[src/rtl/riscv_pkg.sv]
// Shared RV32M definitions: M-extension op codes, sequencer state encoding, operand signedness helpers.
// Pure declarations; no timing or flow-control behaviour of its own.
package riscv_pkg;

    localparam logic [1:0] ALUFN_MD_PREFIX = 2'b10;

    localparam logic [2:0] MD_MUL    = 3'b000;
    localparam logic [2:0] MD_MULH   = 3'b001;
    localparam logic [2:0] MD_MULHSU = 3'b010;
    localparam logic [2:0] MD_MULHU  = 3'b011;
    localparam logic [2:0] MD_DIV    = 3'b100;
    localparam logic [2:0] MD_DIVU   = 3'b101;
    localparam logic [2:0] MD_REM    = 3'b110;
    localparam logic [2:0] MD_REMU   = 3'b111;

    typedef enum logic [1:0] {
        ST_IDLE = 2'b00,
        ST_CALC = 2'b01,
        ST_FIX  = 2'b10,
        ST_DONE = 2'b11
    } md_state_t;

    function automatic logic md_a_signed(input logic [2:0] op);
        return (op == MD_MUL) || (op == MD_MULH) || (op == MD_MULHSU) ||
               (op == MD_DIV) || (op == MD_REM);
    endfunction

    function automatic logic md_b_signed(input logic [2:0] op);
        return (op == MD_MUL) || (op == MD_MULH) || (op == MD_DIV) || (op == MD_REM);
    endfunction

endpackage

[src/rtl/md_iter_step.sv]
// One combinational multiply/divide iteration: shift-add (mul) or restoring trial subtract (div).
// Zero latency, no flow control; the caller registers hi/lo every cycle it is active.
module md_iter_step #(
    parameter int XLEN = 32
) (
    input  logic            div_mode,
    input  logic [XLEN-1:0] hi,
    input  logic [XLEN-1:0] lo,
    input  logic [XLEN-1:0] operand,
    output logic [XLEN-1:0] hi_nxt,
    output logic [XLEN-1:0] lo_nxt
);

    logic [XLEN:0] sum;
    logic [XLEN:0] shifted;
    logic [XLEN:0] diff;

    always_comb begin
        sum     = {1'b0, hi} + (lo[0] ? {1'b0, operand} : '0);
        shifted = {hi, lo[XLEN-1]};
        diff    = shifted - {1'b0, operand};
        if (div_mode) begin
            // hi stays below the divisor, so diff[XLEN] is exactly the borrow of the trial subtract
            hi_nxt = diff[XLEN] ? shifted[XLEN-1:0] : diff[XLEN-1:0];
            lo_nxt = {lo[XLEN-2:0], ~diff[XLEN]};
        end else begin
            hi_nxt = sum[XLEN:1];
            lo_nxt = {sum[0], lo[XLEN-1:1]};
        end
    end

endmodule

[src/rtl/muldiv_seq_ctrl.sv]
// Iterative RV32M sequencer: XLEN CALC cycles + FIX, result after XLEN+2 cycles (special cases after 1).
// Accepts only in IDLE; result held in DONE until out_ready; flush/rst abort to IDLE next edge.
module muldiv_seq_ctrl
    import riscv_pkg::*;
#(
    parameter int XLEN = 32
) (
    input  logic            clk,
    input  logic            rst,
    input  logic            in_valid,
    output logic            in_ready,
    input  logic [2:0]      in_op,
    input  logic [XLEN-1:0] in_a,
    input  logic [XLEN-1:0] in_b,
    input  logic            flush,
    output logic            out_valid,
    input  logic            out_ready,
    output logic [XLEN-1:0] out_result,
    output logic            busy
);

    localparam int CW = $clog2(XLEN);

    md_state_t       state;
    md_state_t       state_nxt;
    logic [CW-1:0]   cnt;
    logic [2:0]      op_q;
    logic [XLEN-1:0] hi_q;
    logic [XLEN-1:0] lo_q;
    logic [XLEN-1:0] opd_q;
    logic            neg_q;
    logic            rem_neg_q;
    logic [XLEN-1:0] result_q;

    logic            accept;
    logic            a_neg;
    logic            b_neg;
    logic [XLEN-1:0] a_mag;
    logic [XLEN-1:0] b_mag;
    logic            b_zero;
    logic            ovf;
    logic            special;
    logic [XLEN-1:0] special_res;
    logic [XLEN-1:0] hi_nxt;
    logic [XLEN-1:0] lo_nxt;
    logic [2*XLEN-1:0] prod_s;
    logic [XLEN-1:0] quo_s;
    logic [XLEN-1:0] rem_s;
    logic [XLEN-1:0] fix_res;

    assign in_ready   = (state == ST_IDLE);
    assign out_valid  = (state == ST_DONE);
    assign busy       = (state != ST_IDLE);
    assign out_result = result_q;
    assign accept     = in_valid & in_ready & ~flush;

    always_comb begin
        a_neg   = md_a_signed(in_op) & in_a[XLEN-1];
        b_neg   = md_b_signed(in_op) & in_b[XLEN-1];
        a_mag   = a_neg ? -in_a : in_a;
        b_mag   = b_neg ? -in_b : in_b;
        b_zero  = (in_b == '0);
        ovf     = ~in_op[0] & (in_a == {1'b1, {(XLEN-1){1'b0}}}) & (in_b == '1);
        special = in_op[2] & (b_zero | ovf);
        // in_op[1] distinguishes REM*/DIV* within the divide group
        if (b_zero) special_res = in_op[1] ? in_a : '1;
        else        special_res = in_op[1] ? '0 : in_a;
    end

    md_iter_step #(.XLEN(XLEN)) u_step (
        .div_mode (op_q[2]),
        .hi       (hi_q),
        .lo       (lo_q),
        .operand  (opd_q),
        .hi_nxt   (hi_nxt),
        .lo_nxt   (lo_nxt)
    );

    always_comb begin
        prod_s = neg_q ? -{hi_q, lo_q} : {hi_q, lo_q};
        quo_s  = neg_q ? -lo_q : lo_q;
        rem_s  = rem_neg_q ? -hi_q : hi_q;
        case (op_q)
            MD_MUL:                      fix_res = prod_s[XLEN-1:0];
            MD_MULH, MD_MULHSU, MD_MULHU: fix_res = prod_s[2*XLEN-1:XLEN];
            MD_DIV, MD_DIVU:             fix_res = quo_s;
            default:                     fix_res = rem_s;
        endcase
    end

    always_comb begin
        state_nxt = state;
        case (state)
            ST_IDLE: if (accept) state_nxt = special ? ST_DONE : ST_CALC;
            ST_CALC: if (cnt == CW'(XLEN-1)) state_nxt = ST_FIX;
            ST_FIX:  state_nxt = ST_DONE;
            ST_DONE: if (out_ready) state_nxt = ST_IDLE;
            default: state_nxt = ST_IDLE;
        endcase
        if (flush) state_nxt = ST_IDLE;
    end

    always_ff @(posedge clk) begin
        if (rst) begin
            state     <= ST_IDLE;
            cnt       <= '0;
            op_q      <= '0;
            hi_q      <= '0;
            lo_q      <= '0;
            opd_q     <= '0;
            neg_q     <= 1'b0;
            rem_neg_q <= 1'b0;
            result_q  <= '0;
        end else begin
            state <= state_nxt;
            if (!flush) begin
                case (state)
                    ST_IDLE: if (accept) begin
                        op_q      <= in_op;
                        cnt       <= '0;
                        hi_q      <= '0;
                        // lo holds the multiplier (shifted out) or the dividend (shifted into quotient)
                        lo_q      <= in_op[2] ? a_mag : b_mag;
                        opd_q     <= in_op[2] ? b_mag : a_mag;
                        neg_q     <= a_neg ^ b_neg;
                        rem_neg_q <= a_neg;
                        if (special) result_q <= special_res;
                    end
                    ST_CALC: begin
                        hi_q <= hi_nxt;
                        lo_q <= lo_nxt;
                        cnt  <= cnt + 1'b1;
                    end
                    ST_FIX:  result_q <= fix_res;
                    default: ;
                endcase
            end
        end
    end

endmodule
[config.mk]
export PLATFORM = sky130hd
export DESIGN_NAME = muldiv_seq_ctrl
export DESIGN_NICKNAME = d
export VERILOG_FILES = /design/src/rtl/riscv_pkg.sv /design/src/rtl/md_iter_step.sv /design/src/rtl/muldiv_seq_ctrl.sv
export SDC_FILE = /design/constraint.sdc
export NUM_CORES = 1
export LEC_CHECK = 0
export ABC_AREA = 1
export BUFFER_PORTS_ARGS = -buffer_cell sky130_fd_sc_hd__clkbuf_2
export CAP_MARGIN = 20
export CORE_ASPECT_RATIO = 1.1
export CORE_MARGIN = 2
export CORE_UTILIZATION = 46
export DETAILED_ROUTE_END_ITERATION = 8
export SETUP_SLACK_MARGIN = 0.4
export SYNTH_ARGS = -nofsm -noshare
export SYNTH_HDL_FRONTEND = slang
export SYNTH_SLANG_ARGS = --single-unit
[constraint.sdc]
create_clock -name clk -period 3.5 [get_ports clk]
set_input_delay 0.35 -clock clk [delete_from_list [all_inputs] [get_ports clk]]
set_output_delay 0.35 -clock clk [all_outputs]
set_load 0.02 [all_outputs]
==> key figures <==
Yosys
  • Post-synth EDFFs: 0
  • Largest family of logic cells by synthesized area: simple AND/OR/NAND/NOR gates
  • Share of synthesized area occupied by flip-flops and latches: 0.1547
  • XOR/XNOR share of the synthesized area: 0.03143
  • Area fraction in compound gates after synthesis: 0.1744
  • Yosys top cell by area: nand2_1
  • Synth warn: 0
  • Adder-cell share of the synthesized area: 0.05402
  • Yosys top cell area share: 0.2072
  • Post-synthesis register bit count: 140
  • Main flop type after synthesis: dfxtp_1
  • Post-synth top cells: nand2_1 (1000), inv_1 (461), nor2_1 (396), nand3_1 (369), a21oi_1 (241)
  • Post-Synth Simple-Gate Area: 0.4533
  • Synth async-reset ratio: 0
  • Netlist cell types: 54
  • Ranking of synthesized cells by area: nand2_1 (21%), dfxtp_1 (15%), nand3_1 (10%), inv_1 (9.6%), nor2_1 (8.2%)
  • Syn_nets: 3556
  • Most numerous cell in the Yosys netlist: nand2_1
  • Mean Syn Cell Area: 5.316 um2
  • Multiplexer share of the synthesized area: 0
  • Syn Inst Count: 3407
  • Mapped Area: 0.01811 mm2

Route
  • Per-cell routed wire length: 22.07 um
  • # DRC: 0
  • Vias per inst: 5.899
  • Routed via count: 23490
  • First-pass DRT Iterations: 6
  • Routed WL: 87890 um
  • Iter 0 DRT Violations: 2913
  • Detail Route Antenna Nets: 0

Critical path
  • Critical Path, Cell by Cell: ha_1, nand2_1, nor2_1, buf_4, nand3_1, nand3_1, nand3_1, nand3_1, nand3_1, nand3_1, a21oi_1
  • Required @ worst endpoint: 3.81 ns
  • Slowest stage delay, CP: 0.69 ns
  • Reg-to-reg startpoint: hi_q[6]
  • Crit path kind: register to register
  • CP Launch Type: register
  • Cell repeated most along the worst path: nand3_1
  • CP max FO: 9
  • Reg2reg setup slack: 0.55 ns
  • Crit path from: hi_q[6]
  • CP Capture Type: register
  • Worst flop-to-flop path endpoint: hi_q[16]
  • CP max-delay cell: dfxtp_1
  • R2R cell count: 11
  • Crit path DAT: 3.25 ns
  • Worst Setup EP: hi_q[16]

Timing
  • Final worst-path cycle share: 0.8417
  • Max-Slew Margin vs Limit: 0.4021
  • Skew final: 0.02904 ns
  • Measured slew at the worst slew-check pin: 0.8959 ns
  • Max Slew Vio Count: 0
  • Tmin final: 2.946 ns
  • Final count of hold timing violations: 0
  • RSZ-0062 raised after global routing: false
  • Setup TNS: 0 ns
  • Setup slack after layout: 0.5540 ns
  • Maximum clock rate: 339.4 MHz
  • Final Setup Violations: 0

CTS
  • TritonCTS clock tree: done
  • Clk root buf: clkbuf_16
  • Postcts setup bufs: 0
  • Post-CTS sizing: 0
  • Clk slew on worst S/H paths: 0.08 ns
  • Hold_buf cts: 0
  • Clock Latency Late Sink: 0.48 ns
  • H-tree Lvls: 4
  • CTS sink cnt: 140
  • TritonCTS Buffers: 17
  • CTS max path bufs: 2

Die
  • Area of the core: 0.03899 mm2
  • Initial Utilization: 0.4646
  • Die width: 193.2 um
  • Placement row count: 76
  • Die ar.: 0.04098 mm2
  • Ports: 107
  • Die Y-Extent: 212.1 um

Run status
  • Status: finished, final reports clean

Final layout
  • Area of the multi-input gates: 0.01296 mm2
  • Register area: 0.002819 mm2
  • Area Overhead vs Synth: 9.222%
  • Fin area: 0.01978 mm2
  • Final antenna diode count: 0
  • Final core occ: 0.5074
  • Share of layout cells above drive strength 1: 0.08777
  • Fill cells: 4354
  • Layout net count: 3611

Placement
  • Final HPWL DP: 70830 um
  • Placed cell areas: 0.01915 mm2
  • Pre-CTS setup slack: 0.4871 ns
  • Buffers added on ports: 106
  • GPL Wtd Cong: 1.065

Worst hold path
  • Worst hold path class: input pin to register

Global routing
  • Grt ovf: 0
  • GRT Resource Usage Total: 0.4255
  • Initial antenna violation count: 1
  • First-pass GRT wire length: 129400 um
  • Largest net degree at the start of global routing: 89
  • Vias in the first global route: 21137

Power and ir drop
  • Total power: 6061 uW
  • Power density over the cells: 306.4 mW/mm2
  • Maximum vdd drop: 0.3524 mV
  • Leakage: 0.01018 uW

Run
  • Max-cap violations: 0
## metal layers
metal  global-route usage  vias to the layer above  wire length, um
met2               0.6704                     1416            38450
met1               0.5169                    10656            33100
met3              0.07626                      311             8572
met5                    0                        -               13
met4               0.3117                        2             7746
li1                     -                    11105                -
## critical path: cells and delay by family (launching register included)
family / cells / cell delay (ns)
AO/OA/AOI/OAI: 1 / 0.07
adder cells (fa/ha/maj): 1 / 0.32
buffers and inverters: 1 / 0.19
flip-flops: 1 / 0.69
AND/OR/NAND/NOR: 8 / 1.51
## per-stage QoR
step	hold WS, ns	cells
after floorplan	0.4444	3407
after detailed placement	0.4666	3950
after global routing	0.2487	3982
after global placement	0.4536	3950
final	0.2295	3982
after CTS	0.2110	3982
## power breakdown
group / leakage (uW) / switching (uW) / total (uW) / internal, uW
Clock: 0.000277 / 903 / 1850 / 945
Sequential: 0.00114 / 118 / 1780 / 1670
Combinational: 0.00876 / 1770 / 2430 / 657
## cell type report
class,instances,share of cell area
repair buffers,166,0.05041
multi-input cells,2657,0.6550
well taps,507,0.03207
flip-flops and latches,140,0.1425
clock inverters,15,0.007210
clock buffers,17,0.02150
inverters,480,0.09133
## worst min path at each step
stage,start,slack (ns),depth (start not counted),to
2_1_floorplan,cnt[4],0.44,2,cnt[4]
3_3_place_gp,cnt[4],0.45,2,cnt[4]
3_5_place_dp,cnt[4],0.47,2,cnt[4]
4_1_cts,flush,0.21,4,state[1]
5_1_grt,in_op[0],0.25,3,op_q[0]
6_report,flush,0.23,4,state[1]
## kinds of logic after synthesis
family | count (synthesis)
buffers and inverters | 610
AND/OR/NAND/NOR | 1931
XOR/XNOR | 65
flip-flops | 140
adder cells (fa/ha/maj) | 77
AO/OA/AOI/OAI | 584
## placed cells by master, fill, tap and decap left out, types with 23 or more instances in the layout
master | netlist | final
a21oi_1 | 241 | 240
buf_4 | 2 | 58
clkbuf_2 | 0 | 106
dfxtp_1 | 140 | 127
ha_1 | 75 | 75
inv_1 | 461 | 459
nand2_1 | 1000 | 999
nand3_1 | 369 | 369
nand4_1 | 41 | 41
nor2_1 | 396 | 394
nor3_1 | 42 | 41
o211ai_1 | 23 | 23
o21ai_0 | 227 | 227
o21ai_1 | 25 | 25
xor2_1 | 54 | 54
## flip-flops by register name, summed over array words and instances, names as in the netlist
signal      flops
cnt             5
hi_q           32
lo_q           32
neg_q           1
op_q            3
opd_q          32
out_result     32
rem_neg_q       1
state           2
No activity file was read; power rests on OpenSTA's default activity.
